## config.mk

```make
export PLATFORM = sky130hd
export DESIGN_NAME = string_printer
export DESIGN_NICKNAME = d
export VERILOG_FILES = /design/src/rtl/string_printer_pkg.sv /design/src/rtl/string_printer_byte_lane_sel.sv /design/src/rtl/string_printer.sv
export SDC_FILE = /design/constraint.sdc
export NUM_CORES = 1
export LEC_CHECK = 0
export BUFFER_PORTS_ARGS = -buffer_cell sky130_fd_sc_hd__buf_4
export CORE_AREA = 4 4 99 101
export CTS_CLUSTER_SIZE = 14
export DETAILED_ROUTE_END_ITERATION = 12
export DIE_AREA = 0 0 103 105
export PLACE_DENSITY = 0.78
export SLEW_MARGIN = 30
export SYNTH_ARGS = -nofsm -noshare
export SYNTH_HDL_FRONTEND = slang
export SYNTH_SLANG_ARGS = --single-unit
```

## constraint.sdc

```tcl
create_clock -name clk -period 5.7 [get_ports clk]
set_clock_uncertainty 0.1 [all_clocks]
set_input_delay 1.14 -clock clk [delete_from_list [all_inputs] [get_ports clk]]
set_output_delay 1.14 -clock clk [all_outputs]
set_load 0.01 [all_outputs]
```

## src/rtl/string_printer_pkg.sv

```systemverilog
// Shared types and constants for the string printer: FSM states, the NUL
// terminator and the big-endian byte-lane numbering.
package string_printer_pkg;

    typedef enum logic [1:0] {
        IDLE  = 2'd0,
        FETCH = 2'd1,
        EMIT  = 2'd2,
        DONE  = 2'd3
    } sp_state_t;

    localparam logic [7:0] SP_NUL      = 8'h00;
    localparam logic [1:0] SP_LANE_MSB = 2'd0;
    localparam logic [1:0] SP_LANE_LSB = 2'd3;

endpackage

```

## src/rtl/string_printer_byte_lane_sel.sv

```systemverilog
// Picks one byte out of a 32-bit word; lane 0 is the most significant byte
// so a string stored big-endian reads out in address order.
module byte_lane_sel
    import string_printer_pkg::*;
(
    input  logic [31:0] word,
    input  logic [1:0]  off,
    output logic [7:0]  byte_o
);

    always_comb begin
        byte_o = word[31:24];
        case (off)
            SP_LANE_MSB: byte_o = word[31:24];
            2'd1:        byte_o = word[23:16];
            2'd2:        byte_o = word[15:8];
            SP_LANE_LSB: byte_o = word[7:0];
            default:     byte_o = word[31:24];
        endcase
    end

endmodule

```

## src/rtl/string_printer.sv

```systemverilog
// Walks a NUL-terminated string in data memory and streams it one character
// per handshake. Define STRING_PRINTER_SIM_EN to echo characters to the console.
module string_printer
    import string_printer_pkg::*;
#(
    parameter int MAX_LEN = 1024
) (
    input  logic        clk,
    input  logic        reset,
    input  logic [31:0] str_addr,
    output logic        mem_rd,
    output logic [31:0] mem_addr,
    input  logic [31:0] mem_rdata,
    input  logic        mem_ready,
    output logic        char_valid,
    output logic [7:0]  char_data,
    input  logic        char_ready,
    output logic        busy,
    output logic        done,
    output logic        truncated
);

    localparam int CW = $clog2(MAX_LEN + 1);
    localparam logic [CW-1:0] MAX_CNT = CW'(MAX_LEN);

    sp_state_t     state_q, state_d;
    logic [29:0]   word_addr_q, word_addr_d;
    logic [1:0]    byte_off_q, byte_off_d;
    logic [CW-1:0] count_q, count_d;
    logic [31:0]   word_buf_q, word_buf_d;
    logic          trunc_q, trunc_d;
    logic [7:0]    cur_byte;
    logic [CW-1:0] cnt_inc;

    byte_lane_sel u_lane (
        .word   (word_buf_q),
        .off    (byte_off_q),
        .byte_o (cur_byte)
    );

    assign cnt_inc = count_q + 1'b1;

    always_comb begin
        state_d     = state_q;
        word_addr_d = word_addr_q;
        byte_off_d  = byte_off_q;
        count_d     = count_q;
        word_buf_d  = word_buf_q;
        trunc_d     = trunc_q;
        case (state_q)
            IDLE: begin
                if (str_addr != 32'd0) begin
                    word_addr_d = str_addr[31:2];
                    byte_off_d  = str_addr[1:0];
                    count_d     = '0;
                    trunc_d     = 1'b0;
                    state_d     = FETCH;
                end
            end
            FETCH: begin
                if (mem_ready) begin
                    word_buf_d = mem_rdata;
                    state_d    = EMIT;
                end
            end
            EMIT: begin
                if (cur_byte == SP_NUL) begin
                    trunc_d = 1'b0;
                    state_d = DONE;
                end else if (char_ready) begin
                    count_d = cnt_inc;
                    // Length limit outranks the word boundary: no extra read.
                    if (cnt_inc == MAX_CNT) begin
                        trunc_d = 1'b1;
                        state_d = DONE;
                    end else if (byte_off_q == SP_LANE_LSB) begin
                        byte_off_d  = SP_LANE_MSB;
                        word_addr_d = word_addr_q + 30'd1;
                        state_d     = FETCH;
                    end else begin
                        byte_off_d = byte_off_q + 2'd1;
                    end
                end
            end
            DONE: begin
                state_d = IDLE;
            end
            default: state_d = IDLE;
        endcase
    end

    always_ff @(posedge clk) begin
        if (reset) begin
            state_q     <= IDLE;
            word_addr_q <= '0;
            byte_off_q  <= '0;
            count_q     <= '0;
            word_buf_q  <= '0;
            trunc_q     <= 1'b0;
        end else begin
            state_q     <= state_d;
            word_addr_q <= word_addr_d;
            byte_off_q  <= byte_off_d;
            count_q     <= count_d;
            word_buf_q  <= word_buf_d;
            trunc_q     <= trunc_d;
        end
    end

    // Outputs decode only from registered state, so handshake inputs never
    // reach an output combinationally.
    assign mem_rd     = (state_q == FETCH);
    assign mem_addr   = mem_rd ? {word_addr_q, 2'b00} : 32'd0;
    assign char_valid = (state_q == EMIT) && (cur_byte != SP_NUL);
    assign char_data  = char_valid ? cur_byte : 8'd0;
    assign busy       = (state_q != IDLE);
    assign done       = (state_q == DONE);
    assign truncated  = done && trunc_q;

`ifdef STRING_PRINTER_SIM_EN
    always @(posedge clk) begin
        if (!reset) begin
            if (char_valid && char_ready)
                $write("%c", char_data);
            if (done && truncated)
                $display("string_printer: warning, string truncated at %0d characters", MAX_LEN);
        end
    end
`endif

endmodule

```

==> results of run 1 <==
==> how the worst max path moves through the flow <==
| stage | cells after the start | from | slack [ns] | to |
|---|---|---|---|---|
| global route | 7 | byte_off_q[0]$_SDFFE_PP0P_ | 1.82 | char_valid |
| floorplan | 7 | byte_off_q[0]$_SDFFE_PP0P_ | 2.81 | char_valid |
| detailed placement | 8 | str_addr[30] | 1.60 | word_addr_q[12]$_SDFFE_PP0P_ |
| finish | 7 | byte_off_q[0]$_SDFFE_PP0P_ | 2.02 | char_valid |
| CTS | 8 | str_addr[30] | 2.00 | word_addr_q[12]$_SDFFE_PP0P_ |
| global placement | 7 | str_addr[30] | 1.63 | word_addr_q[2]$_SDFFE_PP0P_ |
==> critical path: cells and delay by family (launching register included) <==
family	cells	cell delay, ns
buffers and inverters	2	0.24
DFF	1	0.41
adders and majority gates	1	0.31
muxes	1	0.25
AOI/OAI and AO/OA	2	0.57
and+or+nand+nor	1	0.29
==> state kept, by name, summed over array words and instances, names as in the netlist <==
name,count
state_q,2
count_q,11
trunc_q,1
word_addr_q,30
byte_off_q,2
word_buf_q,32
==> Yosys cell counts, types with 3 or more instances <==
master | n | area, µm²
nand2_1 | 113 | 424
dfxtp_1 | 78 | 1560
a21oi_1 | 54 | 270
nor2_1 | 36 | 135
and3_1 | 31 | 194
clkbuf_1 | 31 | 116
inv_1 | 30 | 113
o21ai_0 | 22 | 110
nor3_1 | 18 | 90.1
nand4_1 | 17 | 106
nor4_1 | 15 | 93.8
nand3_1 | 13 | 65.1
buf_2 | 12 | 60.1
a221oi_1 | 11 | 96.3
a22o_1 | 8 | 70.1
a22oi_1 | 8 | 60.1
a31oi_1 | 8 | 50.1
a221o_1 | 7 | 70.1
o31ai_1 | 7 | 52.6
o32ai_1 | 7 | 61.3
a211oi_1 | 6 | 45.0
and4_1 | 6 | 52.6
ha_1 | 6 | 75.1
a311oi_1 | 5 | 43.8
a32oi_1 | 5 | 43.8
and2_1 | 5 | 31.3
mux2_2 | 5 | 56.3
o211ai_1 | 5 | 37.5
o31a_1 | 5 | 43.8
a222oi_1 | 4 | 40.0
a311o_1 | 4 | 40.0
buf_1 | 4 | 15.0
o311ai_0 | 4 | 35.0
nor2b_1 | 3 | 18.8
nor4b_1 | 3 | 26.3
==> area by class of cell <==
| cell class | count | area share |
|---|---|---|
| repair buffers | 117 | 0.151 |
| clock buffers | 9 | 0.0213 |
| flip-flops and latches | 78 | 0.269 |
| inverters | 31 | 0.0200 |
| well taps | 111 | 0.0239 |
| clock inverters | 7 | 0.00991 |
| multi-input cells | 480 | 0.505 |
==> per-stage QoR <==
step	instance area [µm²]	total power, µW	worst slack [ns]
after floorplan	4810	914	2.81
after global placement	5610	1070	1.63
after detailed placement	5620	1080	1.60
after CTS	5800	1470	2.00
after global routing	5810	1540	1.82
final	5810	1480	2.02
==> kinds of logic (layout without fill, tap and decap cells) <==
family | Yosys count | in the layout
other | 1 | 2
XOR/XNOR | 3 | 3
AND/OR/NAND/NOR | 274 | 274
multiplexers | 5 | 5
flip-flops | 78 | 78
buffers and inverters | 81 | 164
AO/OA/AOI/OAI | 190 | 190
adder cells (fa/ha/maj) | 6 | 6
==> power groups by stage <==
stage,Clock (µW),Sequential (µW),Combinational [µW]
floorplan,0,640,274
global placement,0,660,409
detailed placement,0,662,418
CTS,401,649,420
global route,422,657,463
finish,399,652,428
==> per-layer routing <==
metal	vias to the layer above	part of all wire	wire length, µm	GRT usage
met3	55	0.10	1660	0.0487
met1	2497	0.40	6420	0.381
li1	2538	-	-	-
met4	0	0.044	709	0.152
met2	324	0.45	7330	0.457
met5	-	0	0	0
==> impl_metrics.yaml, run 1 <==
outcome:
  outcome: "finished, final reports clean"
critical_path:
  worstSetupStartpointType: "flip-flop"
  r2r-start: "state_q[0]$_SDFFE_PP0P_"
  slowest_delay_ns: 0.45
  regToRegSetupSlack_ns: 2.03
  crit_path_max_fanout: 8
  cp-end-kind: "output port"
  worstPathArrival_ns: 2.44
  r2r.worst_path.cells: 6
  reg2reg_to: "word_addr_q[9]$_SDFFE_PP0P_"
  worstSetupPathType: "flip-flop to output port"
  critPathSlowestCell: "a222oi_1"
  cp_cell_sequence: "inv_1 > ha_1 > a222oi_1 > mux2_2 > and4_1 > a21oi_1 > buf_4"
  critPathRequiredTime_ns: 4.46
yosys:
  synth_compound_area_frac: 0.284
  async_flop_share: 0
  postSynthCellCount: 638
  synth_top_family_by_area: "simple AND/OR/NAND/NOR gates"
  synthSimpleGateAreaFrac: 0.289
  synth_xor_area_frac: 0.00547
  ys_seq_area_frac: 0.325
  synthAdderAreaFrac: 0.0156
  synth_edf_count: 0
  yosysWarnings: 0
  synth.mux.area_fraction: 0.0117
  synth-main-ff-cell: "dfxtp_1"
  ys_ff_latch: 78
  syn-mean-instance-area_um2: 7.53
  synth_cell_types: 71
  synth_area_um2: 4800
place:
  dp.cells: 817
  hpwl_um: 11500
  gp_congestion: 0.965
  numPortBuffers: 110
min_path:
  whs_endpoint: "word_buf_q[7]$_SDFFE_PP0P_"
  hold_class: "flip-flop to flip-flop"
  holdPathStages: 2
  min_from: "word_buf_q[7]$_SDFFE_PP0P_"
clock_network:
  clock_path_buffers: 2
  numCtsBuffers: 9
  cts-resized-gates: 0
  clock_sinks: 78
  tritoncts: "done"
  path_clk_slew_ns: 0.09
  cts_htree_levels: 3
  cts_root_buffer: "clkbuf_8"
  cts_hold_buffers: 0
  cts_setup_buffers: 0
  clk_latency_ns: 0.36
floorplanning:
  die_h_um: 105
  start_util: 0.532
  core_um2: 9020
  rows: 35
  die_w_um: 103
  io_pins: 113
  dieArea_um2: 10800
cells_and_area:
  final-seq-area_um2: 1560
  layout_commonest_cell: "buf_4"
  nets: 791
  diodes: 0
  drive_above_1_share: 0.220
  layout.cells.non_filler: 833
  fin_util: 0.644
  syn_to_final_growth_pct: 20.9
  multi_input_area_um2: 2930
  layout_common_cells: "buf_4 (117), nand2_1 (112), dfxtp_1 (78)"
  fillers: 857
sta:
  finalHoldViolCount: 0
  tightest_slew_ns: 0.900
  fin_crit_ns: 3.68
  setup_viol: 0
  fin_tns_setup_ns: 0
  timing.final.crit_share: 0.645
  max-slew-margin-rel: 0.399
  rsz0062_at_grt: "false"
  whs_ns: 0.362
  drv_slew: 0
  max_freq_ghz: 0.272
power_and_ir_drop:
  powerDensity_nw_per_um2: 255
  p_clk_frac: 0.270
  p_int_uw: 923
  leakage_uw: 0.00233
  pwr-share-seq: 0.441
  swShare: 0.376
  combPwrFrac: 0.289
  vdd_drop_max_mv: 0.129
  p_switching_uw: 557
grt:
  overflow: 0
  grtUsageTotal: 0.292
  antenna_found_initial: 0
  grt_pass1_wl_um: 25300
  grt_pass1_vias: 5136
  grt_max_degree: 68
drt:
  viasPerCell: 6.50
  drt_wl_total_um: 16100
  vias: 5414
  wire_per_inst_um: 19.3
  drcViolationCount: 0
  drt-initial-drc-count: 544
  first_pass_iters: 7
  detail-route-antenna-nets: 0
job:
  cap_viol_max_count: 0
No activity file was read; power rests on OpenSTA's default activity.
==> run 2, diff against run 1 <==
- ABC_AREA: default -> 1
- CORE_AREA: 4 4 99 101 -> 4 4 102 104
- DIE_AREA: 0 0 103 105 -> 0 0 106 108
- PLACE_DENSITY: 0.78 -> 0.77
- clock period: 5.7 -> 3.8 ns (I/O delays scaled with it)
==> run 2 against run 1 <==
  * Power rose to 2.6 times the previous value
  * Utilization is 0.062 points lower
  * Die area increased by 5.9%
  * Largest power group is now combinational cells
  * Routed wire length down 11%
  * Synthesized cell count up 39%
  * Setup slack got worse by 1.7 ns
  * Highest routed layer unchanged
==> impl_metrics.yaml, run 2 <==
outcome:
  outcome: "finished, final reports clean"
cells_and_area:
  syn_to_final_growth_pct: 20.2
  layout_common_cells: "nand2_1 (327), nor2_1 (161), buf_4 (115)"
  largest_register_ffs: 32
  top_register: "word_buf_q"
  nets: 1048
  diodes: 0
  drive_above_1_share: 0.163
  layout_commonest_cell: "nand2_1"
  largest_registers: "word_buf_q: 32 flops, word_addr_q: 30 flops, count_q: 11 flops"
  layout.cells.non_filler: 1111
  postLayoutCellArea_um2: 6140
yosys:
  synth-main-ff-cell: "dfxtp_1"
  async_flop_share: 0
  synthTopCellsByCount: "nand2_1 (328), nor2_1 (161), dfxtp_1 (78)"
  ys_seq_area_frac: 0.305
  yosys-top-cells-area: "dfxtp_1 (31%), nand2_1 (24%), nor2_1 (12%)"
  yosysMostFrequentCell: "nand2_1"
  syn-mean-instance-area_um2: 5.76
  synth_top_area_frac: 0.305
  yosysWarnings: 0
  synth_area_um2: 5110
  synth_cell_types: 37
  synth_edf_count: 0
  synth_area_leader_cell: "dfxtp_1"
  postSynthCellCount: 888
  ys_ff_latch: 78
sta:
  max-slew-margin-rel: 0.555
  rsz0062_at_grt: "false"
  tightest_slew_ns: 0.666
  setup_viol: 0
  timing.final.crit_share: 0.913
  finalHoldViolCount: 0
  drv_slew: 0
  max_freq_ghz: 0.288
  fin_crit_ns: 3.47
  worst_slack_ns: 0.329
  fin_tns_setup_ns: 0
drt:
  vias: 5599
  drt-initial-drc-count: 413
  drcViolationCount: 0
  viasPerCell: 5.04
  first_pass_iters: 5
  wire_per_inst_um: 13.0
  detail-route-antenna-nets: 0
  drt_wl_total_um: 14400
power_and_ir_drop:
  vdd_drop_max_mv: 0.382
  p_clk_frac: 0.167
  combPwrFrac: 0.507
  p_int_uw: 2040
  pwr-share-seq: 0.326
  powerDensity_nw_per_um2: 626
  swShare: 0.469
  power.total_uw: 3850
  p_switching_uw: 1800
  leakage_uw: 0.00278
critical_path:
  crit_path_max_fanout: 9
  worstSetupPathType: "flip-flop to output port"
  worstPathArrival_ns: 2.61
  worstSetupStartpointType: "flip-flop"
  critPathRequiredTime_ns: 2.94
  cp-end-kind: "output port"
grt:
  antenna_found_initial: 0
  grt_pass1_wl_um: 23500
  grt_pass1_vias: 5017
  overflow: 0
  grtUsageTotal: 0.250
  grt_max_degree: 48
floorplanning:
  start_util: 0.535
  die_w_um: 106
  rows: 36
  io_pins: 113
  core_um2: 9550
  die_h_um: 108
  dieArea_um2: 11400
place:
  dp.cells: 1096
  numPortBuffers: 110
  dp_slack_ns: 0.785
  place_area_um2: 5950
  gp_congestion: 0.958
  hpwl_um: 10700
clock_network:
  cts_hold_buffers: 0
  clock_sinks: 78
  clk_latency_ns: 0.36
  cts_htree_levels: 3
  numCtsBuffers: 9
  clock_path_buffers: 2
  tritoncts: "done"
  cts_root_buffer: "clkbuf_8"
  path_clk_slew_ns: 0.08
  cts-resized-gates: 0
  cts_setup_buffers: 0
job:
  cap_viol_max_count: 0
min_path:
  hold_class: "flip-flop to flip-flop"
run 2: cell types whose count changed in the layout (fill, tap and decap cells not counted), moves of 11 or more:
cell,change
xor2_1,+11
nor3_1,-13
nand2_1,+215
a221oi_1,-11
nor2_1,+126
and3_1,-29
inv_1,+36
nand3_1,+44
nor4_1,-15
run 2: path summary, 6_finish.rpt:
kind,startpoint,to,slack [ns],cells after the start
hold / removal,word_buf_q[29]$_SDFFE_PP0P_,word_buf_q[29]$_SDFFE_PP0P_,0.36,2
hold reg to reg,word_buf_q[29]$_SDFFE_PP0P_,word_buf_q[29]$_SDFFE_PP0P_,0.36,2
setup / recovery,byte_off_q[0]$_SDFFE_PP0P_,char_data[0],0.33,13
setup reg to reg,byte_off_q[0]$_SDFFE_PP0P_,word_addr_q[5]$_SDFFE_PP0P_,0.87,15
run 2: power by group through the flow:
stage | registers, µW | clock network (µW) | logic [µW]
finish | 1250 | 643 | 1950
global route | 1280 | 675 | 2220
CTS | 1250 | 647 | 1950
detailed placement | 1260 | 0 | 1940
global placement | 1260 | 0 | 1920
floorplan | 1200 | 0 | 1490
run 2: routing by layer:
layer,up-vias,share of wire,track usage
li1,2934,-,-
met1,2446,0.49,0.368
met2,201,0.44,0.390
met3,18,0.063,0.0346
met4,0,0.013,0.0583
met5,-,0,0
run 2: cell type report:
cell class	count	area, µm²
fill	997	3410
multi-input combinational	697	3070
sequential	78	1560
timing repair buffer	115	863
inverter	73	282
tap	133	166
clock buffer	10	138
clock inverter	5	58.8
run 2: cells by family after synthesis:
family                   count (synthesis)  share of synthesized area
adder cells (fa/ha/maj)                  6                     0.0147
AO/OA/AOI/OAI                           90                     0.0937
flip-flops                              78                      0.305
buffers and inverters                  114                     0.0945
multiplexers                             3                    0.00587
XOR/XNOR                                14                     0.0240
AND/OR/NAND/NOR                        582                      0.461
other                                    1                   0.000734
run 2: critical path, cell delays in order, from the launching register on:
cell	delay, ns
dfxtp_1	0.41
inv_1	0.08
ha_1	0.35
clkinv_4	0.13
nand2_1	0.08
o21ai_2	0.15
nand2_1	0.08
nor2_2	0.20
nand2_1	0.12
nand2_2	0.19
inv_1	0.14
nand3_1	0.13
inv_1	0.05
buf_4	0.13
run 2: per-stage QoR:
stage / hold slack (ns) / utilization
finish: 0.357 / 0.643
floorplan: 0.329 / -
CTS: 0.358 / 0.643
global route: 0.383 / 0.643
detailed placement: 0.345 / 0.623
global placement: 0.342 / 0.623
